### src/rtl/i2s_pkg.sv
// Shared I2S definitions used by the receiver and transmitter blocks.
package i2s_pkg;

  localparam int   I2S_BITSIZE = 16;
  localparam logic CH_LEFT     = 1'b0;
  localparam logic CH_RIGHT    = 1'b1;

endpackage

### src/rtl/i2s_sync_edge.sv
// Multi-stage synchroniser for one asynchronous pin.
// It also produces registered single-cycle rise and fall pulses.
module i2s_sync_edge #(
  parameter int STAGES = 2
) (
  input  logic clk,
  input  logic rst,
  input  logic din,
  output logic sync,
  output logic rise,
  output logic fall
);

  logic [STAGES-1:0] chain;
  logic              sync_d;

  always_ff @(posedge clk) begin
    if (rst) begin
      chain  <= '0;
      sync_d <= 1'b0;
      rise   <= 1'b0;
      fall   <= 1'b0;
    end else begin
      // NOTE: non-blocking so each stage samples its neighbour's pre-edge value.
      chain  <= {chain[STAGES-2:0], din};
      sync_d <= chain[STAGES-1];
      rise   <= chain[STAGES-1] & ~sync_d;
      fall   <= ~chain[STAGES-1] & sync_d;
    end
  end

  assign sync = chain[STAGES-1];

endmodule

### src/rtl/i2s_rx_sync.sv
// I2S receiver: oversamples the codec pins on the system clock and
// delivers left-justified signed samples with one-cycle valid strobes.
module i2s_rx_sync
  import i2s_pkg::*;
#(
  parameter int BITSIZE     = I2S_BITSIZE,
  parameter int SYNC_STAGES = 2
) (
  input  logic                      clk,
  input  logic                      rst,
  input  logic                      bclk,
  input  logic                      lrclk,
  input  logic                      sdata,
  output logic signed [BITSIZE-1:0] left_chan,
  output logic signed [BITSIZE-1:0] right_chan,
  output logic                      valid_l,
  output logic                      valid_r,
  output logic                      short_word
);

  localparam int              CNT_W    = $clog2(BITSIZE + 1);
  localparam logic [CNT_W-1:0] CNT_FULL = CNT_W'(BITSIZE);

  logic bclk_level_unused, bclk_rise, bclk_fall_unused;
  logic lr_sync, lr_rise_unused, lr_fall_unused;
  logic sd_sync, sd_rise_unused, sd_fall_unused;

  i2s_sync_edge #(.STAGES(SYNC_STAGES)) u_sync_bclk (
    .clk  (clk),
    .rst  (rst),
    .din  (bclk),
    .sync (bclk_level_unused),
    .rise (bclk_rise),
    .fall (bclk_fall_unused)
  );

  i2s_sync_edge #(.STAGES(SYNC_STAGES)) u_sync_lr (
    .clk  (clk),
    .rst  (rst),
    .din  (lrclk),
    .sync (lr_sync),
    .rise (lr_rise_unused),
    .fall (lr_fall_unused)
  );

  i2s_sync_edge #(.STAGES(SYNC_STAGES)) u_sync_sd (
    .clk  (clk),
    .rst  (rst),
    .din  (sdata),
    .sync (sd_sync),
    .rise (sd_rise_unused),
    .fall (sd_fall_unused)
  );

  logic [BITSIZE-1:0] shift_reg;
  logic [BITSIZE-1:0] shift_step;
  logic [BITSIZE-1:0] word;
  logic [CNT_W-1:0]   bit_cnt;
  logic [CNT_W-1:0]   cnt_step;
  logic               lr_prev;
  logic               armed;

  // Shift state after taking the current bit, and that word left-justified.
  always_comb begin
    // NOTE: defaults first so every path assigns every output and no latch appears.
    shift_step = shift_reg;
    cnt_step   = bit_cnt;
    if (bit_cnt < CNT_FULL) begin
      shift_step = {shift_reg[BITSIZE-2:0], sd_sync};
      cnt_step   = bit_cnt + CNT_W'(1);
    end
    word = shift_step << (CNT_FULL - cnt_step);
  end

  always_ff @(posedge clk) begin
    if (rst) begin
      shift_reg  <= '0;
      bit_cnt    <= '0;
      lr_prev    <= 1'b0;
      armed      <= 1'b0;
      left_chan  <= '0;
      right_chan <= '0;
      valid_l    <= 1'b0;
      valid_r    <= 1'b0;
      short_word <= 1'b0;
    end else begin
      valid_l    <= 1'b0;
      valid_r    <= 1'b0;
      short_word <= 1'b0;
      if (bclk_rise) begin
        shift_reg <= shift_step;
        bit_cnt   <= cnt_step;
        // The bit taken on a word-select change still belongs to the old slot.
        if (lr_sync != lr_prev) begin
          if (armed) begin
            if (lr_prev == CH_LEFT) begin
              left_chan <= $signed(word);
              valid_l   <= 1'b1;
            end else begin
              right_chan <= $signed(word);
              valid_r    <= 1'b1;
            end
            short_word <= (cnt_step < CNT_FULL);
          end
          shift_reg <= '0;
          bit_cnt   <= '0;
          armed     <= 1'b1;
          lr_prev   <= lr_sync;
        end
      end
    end
  end

endmodule

### config.mk
export PLATFORM = sky130hd
export DESIGN_NAME = i2s_rx_sync
export DESIGN_NICKNAME = d
export VERILOG_FILES = /design/src/rtl/i2s_pkg.sv /design/src/rtl/i2s_sync_edge.sv /design/src/rtl/i2s_rx_sync.sv
export SDC_FILE = /design/constraint.sdc
export NUM_CORES = 1
export LEC_CHECK = 0
export CORE_MARGIN = 4
export CORE_UTILIZATION = 56
export DETAILED_ROUTE_END_ITERATION = 8
export PLACE_DENSITY = 0.8
export SLEW_MARGIN = 20
export SYNTH_ARGS = -nofsm -noshare
export SYNTH_HDL_FRONTEND = slang
export SYNTH_SLANG_ARGS = --single-unit
### constraint.sdc
create_clock -name clk -period 3.5 [get_ports clk]
set_input_delay 0.525 -clock clk [delete_from_list [all_inputs] [get_ports clk]]
set_output_delay 0.525 -clock clk [all_outputs]
set_load 0.1 [all_outputs]
==> flow_summary.toml <==
[run_status]
status = "complete, no violations"

[floorplanning]
die_x_um = 85.4
dieArea_sq_um = 7300
die_y_um = 85.4
start_util_pct = 59.1
ioPinCount = 40
coreArea_sq_um = 5680
num_rows = 27

[setup_path]
max_stage_delay_ns = 0.51
critPathArrivalTime_ns = 3.33
slowest_stage = "dfxtp_1"
crit_required_ns = 3.74
path_cells = "ha_1, nor2b_1, a31oi_2, nand2b_1, inv_1, ha_1, inv_1, and2_1, o211ai_1, a311oi_1"
endpoint_kind = "flop"
crit_fanout = 16
crit_path_start_kind = "flop"
critPathKind = "flop to flop"

[cts]
clockRootBuffer = "clkbuf_8"
clock-sinks = 66
cts_setup_buffers = 0
cts_tree = "built"
numCtsBuffers = 9
clockBufferDepth = 2
cts-htree-levels = 3
hold_buffers = 0
clock_latency_ns = 0.35
ctsResizeCount = 0
clk_pin_slew_ns = 0.07

[timing]
setup_slack_ns = 0.416
fmax_ghz = 0.324
tightest_slew_ns = 0.984
clock_skew_ns = 0.00911
slew_viol_final = 0
maxSlewHeadroom_pct = 34.2
tns_ns = 0
fin_crit_ns = 3.08
post-route-period-util_pct = 88.1
rsz0062_at_grt = "false"
setup_viol = 0
timing_hold_violations_final = 0

[grt]
global_route.usage.total_pct = 23.0
grt_max_degree = 56
grt-ovfl-total = 0
grt_pass1_wl_um = 13500
grt_antenna_before_repair = 0
grt_pass1_vias = 2719

[synthesis]
synthArstFlopShare_pct = 0
synth_area_sq_um = 3360
synthCells = 371
syn-num-nets = 378
avgSynthCellArea_sq_um = 9.05
ys_seq_elements = 66
ys.flop_type = "dfxtp_1"
ys_warn_count = 0
synth.distinct_cells = 55
yosysSeqAreaShare_pct = 39.4
synth_edf_count = 0

[route]
m1WireLength_um = 3520
antenna_left = 0
dr.max_layer_used = "met4"
dr_total_vias = 2857
drtPass1Iterations = 4
totalWireLength_um = 7960
wl_per_cell_um = 16.8
dr_wl_met2_um = 3780
drt_drc_violations_left = 0
routed_via_density = 6.01
drt_iter0_drc = 268
met3_length_um = 466

[layout]
n_fill_cell = 473
drive_gt1_share_pct = 11.4
fin_nets = 405
fin_util_pct = 69.1
antenna_cells = 0
syn_to_final_growth_pct = 16.9
fin_area_sq_um = 3920

[pwr]
seq_power_share_pct = 51.3
power_density_nw_per_um2 = 376
p_leak_nw = 1.31
irDropWorstVdd_v = 0.000307
p_switching_uw = 349
total_power_mw = 1.48
clockPowerShare_pct = 44.0
switching_share_pct = 23.6
p_int_mw = 1.13
combinationalPowerShare_pct = 4.7

[placement]
port_buffers = 39
placed_cell_area_sq_um = 3720
pre_cts_ws_ns = 0.458
hpwl_um = 5570
routabilityCongestion = 0.960

[run]
maxCapViolCount = 0

[min_path]
hp-class = "flop to flop"
path summary, 6_finish.rpt:
path | slack, ns | cells after the start | start | end
hold reg to reg | 0.39 | 1 | u_sync_bclk.sync_d | u_sync_bclk.rise
setup reg to reg | 0.42 | 10 | bit_cnt[1] | left_chan[10]
setup / recovery | 0.42 | 10 | bit_cnt[1] | left_chan[10]
hold / removal | 0.39 | 1 | u_sync_bclk.sync_d | u_sync_bclk.rise
power groups by stage:
stage,Clock (mW),Combinational [mW],Sequential (mW)
2_1_floorplan,0,0.0591,0.773
3_3_place_gp,0,0.0675,0.776
3_5_place_dp,0,0.0682,0.776
4_1_cts,0.661,0.0689,0.758
5_1_grt,0.692,0.0760,0.759
6_report,0.650,0.0691,0.759
final cells by class:
class	count	area [sq um]	area share, %
Inverter	14	55.1	1.40
Tap cell	72	90.1	2.30
Timing Repair Buffer	44	423	10.8
Multi-Input combinational cell	263	1830	46.7
Clock inverter	6	65.1	1.66
Clock buffer	10	138	3.51
Sequential cell	66	1320	33.7
cell families after synthesis:
family / after synthesis / synth area share, %
compound gates: 91 / 19.3
xor+xnor: 6 / 2.57
fa+ha+maj: 2 / 0.745
buf+inv: 42 / 6.26
flops: 66 / 39.4
mux: 31 / 12.0
simple gates: 133 / 19.8
per-stage QoR:
| stage | cells | hold slack, ns |
|---|---|---|
| 6_report | 475 | 0.391 |
| 2_1_floorplan | 371 | 0.367 |
| 5_1_grt | 475 | 0.406 |
| 3_3_place_gp | 459 | 0.375 |
| 3_5_place_dp | 459 | 0.386 |
| 4_1_cts | 475 | 0.393 |
metal layers:
layer,vias up,track usage [%]
met5,-,0
met4,0,9.93
met3,17,4.56
met2,105,36.5
met1,1327,30.2
li1,1408,-
synthesized netlist by cell type, types with 5 or more instances:
cell / n / share of area [%]
dfxtp_1: 66 / 39
nor2_1: 48 / 5.4
nand2_1: 32 / 3.6
a21oi_1: 24 / 3.6
mux2i_1: 21 / 6.3
a22oi_1: 17 / 3.8
clkbuf_1: 16 / 1.8
nor2b_1: 14 / 2.6
inv_1: 13 / 1.5
nand3_1: 9 / 1.3
nand4_1: 8 / 1.5
o21ai_0: 8 / 1.2
a311oi_1: 6 / 1.6
mux4_2: 6 / 4.0
o221ai_1: 6 / 1.6
buf_4: 5 / 1.1
o21ai_1: 5 / 0.75
layout by cell type (no fill, tap or decap), types with 3 or more instances in the layout:
master	netlist	routed
a311oi_1	6	6
mux2i_1	21	21
nor2_1	48	47
nor3_1	4	4
a21oi_1	24	24
a22oi_1	17	17
inv_1	13	13
buf_4	5	5
o21ai_0	8	8
nand4b_1	3	3
mux2_4	3	3
o211ai_1	3	3
dfxtp_1	66	66
a221oi_1	3	3
nand2_1	32	32
clkbuf_8	0	10
nor4_2	3	3
clkdlybuf4s50_1	0	38
nand4_1	8	8
o221ai_1	6	6
o21ai_1	5	4
mux4_2	6	6
nor2b_1	14	14
a32o_1	3	3
nand3_1	9	9
critical path, delay by kind of cell (launching register included):
kind	cells	cell delay [ns]
AOI/OAI and AO/OA	3	0.71
adders and majority gates	2	0.69
buffers and inverters	2	0.17
DFF	1	0.51
and+or+nand+nor	3	0.91
(Power assumes the default switching activity.)
==> RTL change 1 (same flow settings) <==
The parameter `SYNC_STAGES` goes from 2 to 4.
--- a/src/rtl/i2s_rx_sync.sv
+++ b/src/rtl/i2s_rx_sync.sv
@@ -5,5 +5,5 @@
 #(
   parameter int BITSIZE     = I2S_BITSIZE,
-  parameter int SYNC_STAGES = 2
+  parameter int SYNC_STAGES = 4
 ) (
   input  logic                      clk,
Check against the original RTL: not equivalent (Yosys sat finds a counterexample within 10 cycles, from zero or initial values and one cycle with rst high).
==> RTL change 1 against the original RTL <==
Area after synthesis up 5.0%; design area is 4.5% higher; non-clock buffer count rose by 2; largest cell class unchanged; first-iteration DRC count down 35%; routed wire length increased by 4.0%; largest power group unchanged; sequential cell count grew 6; critical endpoint is now right_chan[10]; core utilization down 1.1 points; worst setup slack better by 0.0066 ns; sequential share of layout area up 1.5 points; total power rose by 3.3%.
==> RTL change 1: results (changes against the original RTL) <==
| Metric | Value |
|---|---|
| Relative slew slack | 33.7% (-0.44 points) |
| Register fraction of the total cell area | 35.2% (+1.5 points) |
| Met3 WL | 564 um (+21%) |
| Routed met2 length | 3.87 mm (+2.3%) |
| P_comb | 0.0406 mW (-41%) |
| Largest net degree at the start of global routing | 54 (-3.6%) |
| Placed cells | 476 (+3.7%) |
| Gr usage total | 23.1% (+0.15 points) |
| Worst VDD drop | 0.386 mV (+26%) |
| M2 GR Usage | 36.3% (-0.21 points) |
| Post-Syn Nets | 390 (+3.2%) |
| Cell variety after synth | 57 (+3.6%) |
| Register Area | 0.00144 mm2 (+9.1%) |
| Critical path arrival | 3.34 ns (about the same) |
| Xor/xnor share of the synthesized area | 2.45% (-0.12 points) |
| Dpl hpwl | 5.86 mm (+5.1%) |
| Nets | 419 (+3.5%) |
| Final setup margin | 0.423 ns (+0.00656 ns) |
| DRT iter0 DRCs | 175 (-35%) |
| Multi-input gates | 269 (+2.3%) |
| # Post-CTS Setup Buffers | 0 (unchanged) |
| Seq/Total Area, Yosys | 40.9% (+1.6 points) |
| Synth area leaders | dfxtp_1 (41%), mux2i_1 (6.0%), nor2_1 (5.1%) |
| Vias after detailed routing | 2970 (+4.0%) |
| Mux cell area share after synthesis | 11.4% (-0.57 points) |
| PwrDens | 372 mW/mm2 (-1.2%) |
| Share of cells above drive strength 1 | 11.5% (+0.096 points) |
| Synth Flop Type | dfxtp_1 |
| Outcome | finished clean |
| Skew final | 0.0113 ns (+0.00218 ns) |
| Clk_buf instances | 11 (+1) |
| Vias in the first global route | 2757 (+1.4%) |
| Placed Area | 0.00390 mm2 (+4.9%) |
| Area of the multi-input gates | 0.00187 mm2 (+2.3%) |
| Clock group | 0.659 mW (+1%) |
| M1 WL | 3.54 mm (+0.51%) |
| Leak Pwr | 1.38 nW (+5.4%) |
| Mapped Cells | 383 (+3.2%) |
| Met3 Track Usage GR | 7.66% (+3.1 points) |
| First-pass GRT wire length | 13.6 mm (+0.41%) |
| Synth Area in Compound Gates | 18.5% (-0.77 points) |
| Fill cell count | 501 (+5.9%) |
| Non-clock buffers, area share | 10.7% (-0.098 points) |
| Routed WL per cell | 16.8 um (+0.45%) |
| Post-synthesis instance area | 0.00352 mm2 (+5.0%) |
| Dpl ws | 0.472 ns (+0.0145 ns) |
| ClkCell Share | 4.82% (-0.34 points) |
| Signal buffers | 46 (+4.5%) |
| Synth Area in Adders | 0.710% (-0.035 points) |
| Sw Ratio | 22.3% (-1.3 points) |
| Hold WS | 0.393 ns (+0.00149 ns) |
| Sink Count | 72 (+9.1%) |
| GR Util met1 | 28.3% (-1.9 points) |
| Reg clk slew, reported paths | 0.08 ns |
==> RTL change 1: path summary, 6_finish.rpt <==
path                                         start          endpoint  depth (start not counted)
worst min-delay path            u_sync_bclk.sync_d  u_sync_bclk.rise                          1
worst min register to register  u_sync_bclk.sync_d  u_sync_bclk.rise                          1
worst max-delay path                    bit_cnt[1]    right_chan[10]                         10
worst max register to register          bit_cnt[1]    right_chan[10]                         10
==> RTL change 1: critical path: stages, from the launching register on <==
cell and delay [ns]:
dfxtp_1 0.50, ha_1 0.41, nor2b_1 0.32, a31oi_2 0.16
nand2b_1 0.18, inv_1 0.07, ha_1 0.28, inv_1 0.11
and2_1 0.44, o211ai_1 0.21, a311oi_1 0.30
==> RTL change 1: cell families (layout without fill, tap and decap cells) <==
kind of cell | count (synthesis) | in the layout
adders and majority gates | 2 | 2
buffers and inverters | 42 | 76
DFF | 72 | 72
and+or+nand+nor | 139 | 139
xor gates and xnor gates | 6 | 6
AOI/OAI and AO/OA | 91 | 91
muxes | 31 | 31
==> RTL change 2 (config.mk and constraints unchanged) <==
Without the edit above. Make the reset (`rst`) asynchronous in 2 clocked blocks.
--- a/src/rtl/i2s_sync_edge.sv
+++ b/src/rtl/i2s_sync_edge.sv
@@ -15,5 +15,5 @@
   logic              sync_d;
 
-  always_ff @(posedge clk) begin
+  always_ff @(posedge clk or posedge rst) begin
     if (rst) begin
       chain  <= '0;
--- a/src/rtl/i2s_rx_sync.sv
+++ b/src/rtl/i2s_rx_sync.sv
@@ -73,5 +73,5 @@
   end
 
-  always_ff @(posedge clk) begin
+  always_ff @(posedge clk or posedge rst) begin
     if (rst) begin
       shift_reg  <= '0;
Function: differs if rst is asserted again (counterexample within 10 cycles, from zero or initial values and one cycle with rst high); with rst held inactive, the same outputs for 10 cycles.
==> RTL change 2 against the original RTL <==
Sequential cell count unchanged; routed wire length decreased by 9.6%; worst setup slack improved by 0.31 ns; area after synthesis increased by 5.7%; design area increased by 7.4%; critical path type unchanged; critical endpoint is now left_chan[14].
Power is not compared: it rests on default switching activity, and its combinational part moved more than twofold at a synthesized area within 25%.
==> RTL change 2: results (changes against the original RTL) <==
| Metric | Value |
|---|---|
| Outcome | finished clean |
| Nets | 341 (-16%) |
| Post-Syn Nets | 305 (-19%) |
| Routed met2 length | 3.51 mm (-7.1%) |
| GR Util met1 | 26.9% (-3.3 points) |
| M2 GR Usage | 32.1% (-4.5 points) |
| Synth area leaders | dfrtp_1 (47%), mux2_2 (7.9%), mux4_2 (7.0%) |
| Critical path arrival | 2.99 ns (-0.34 ns) |
| Dpl hpwl | 5.18 mm (-7.0%) |
| Top cell type's share of synthesized area | 46.5% (+7.2 points) |
| First-pass GRT wire length | 11.8 mm (-13%) |
| Multi-input gates | 205 (-22%) |
| Routed WL per cell | 17.4 um (+4.0%) |
| Register fraction of the total cell area | 39.2% (+5.5 points) |
| Flop-to-flop setup slack | 0.73 ns (+0.31 ns) |
| Multi-input combinational area share | 41.8% (-4.9 points) |
| Cell variety after synth | 49 (-11%) |
| DRT iter0 DRCs | 195 (-27%) |
| Largest net degree at the start of global routing | 43 (-23%) |
| Synth Area in Compound Gates | 12.0% (-7.2 points) |
| Top post-synthesis cells by count | dfrtp_1 (66), nand2_1 (35), mux2_2 (25) |
| Ys async rst share | 100% (+100 points) |
| Reg2Reg Depth | 8 (-2) |
| Worst Setup SP | bit_cnt[1] |
| Hold Path Sink | u_sync_bclk.chain[1] |
| Xor/xnor share of the synthesized area | 4.72% (+2.2 points) |
| Mux cell area share after synthesis | 21.5% (+9.5 points) |
| Met3 Track Usage GR | 4.33% (-0.24 points) |
| Logic inverters | 6 (-8) |
| Reg2reg end | left_chan[14] |
[RTL change 2: worst max-delay path, cell delays in order, from the launching register on]
cell and delay, ns:
dfrtp_1 0.42, ha_1 0.31, mux2i_1 0.19, ha_1 0.30, xnor2_4 0.14, xnor2_4 0.44, mux4_2 0.58, mux2i_1 0.18
o21ai_1 0.09
[RTL change 2: metrics by stage]
step	instance area, um2	std cells	setup slack (ns)	power [mW]	util, %
after floorplan	3550	297	0.732	2.30	-
after global placement	3960	397	0.827	2.58	65.8
after detailed placement	3960	397	0.719	2.61	65.8
after CTS	4220	413	0.707	3.40	70.0
after global routing	4220	413	0.523	3.53	70.0
final	4220	413	0.729	3.38	70.0
[RTL change 2: where the power goes]
part           total, mW  switching [mW]  internal [mW]
Clock              0.791           0.297          0.494
Sequential         0.950          0.0795          0.870
Combinational       1.64            1.13          0.517
Total               3.38            1.50           1.88
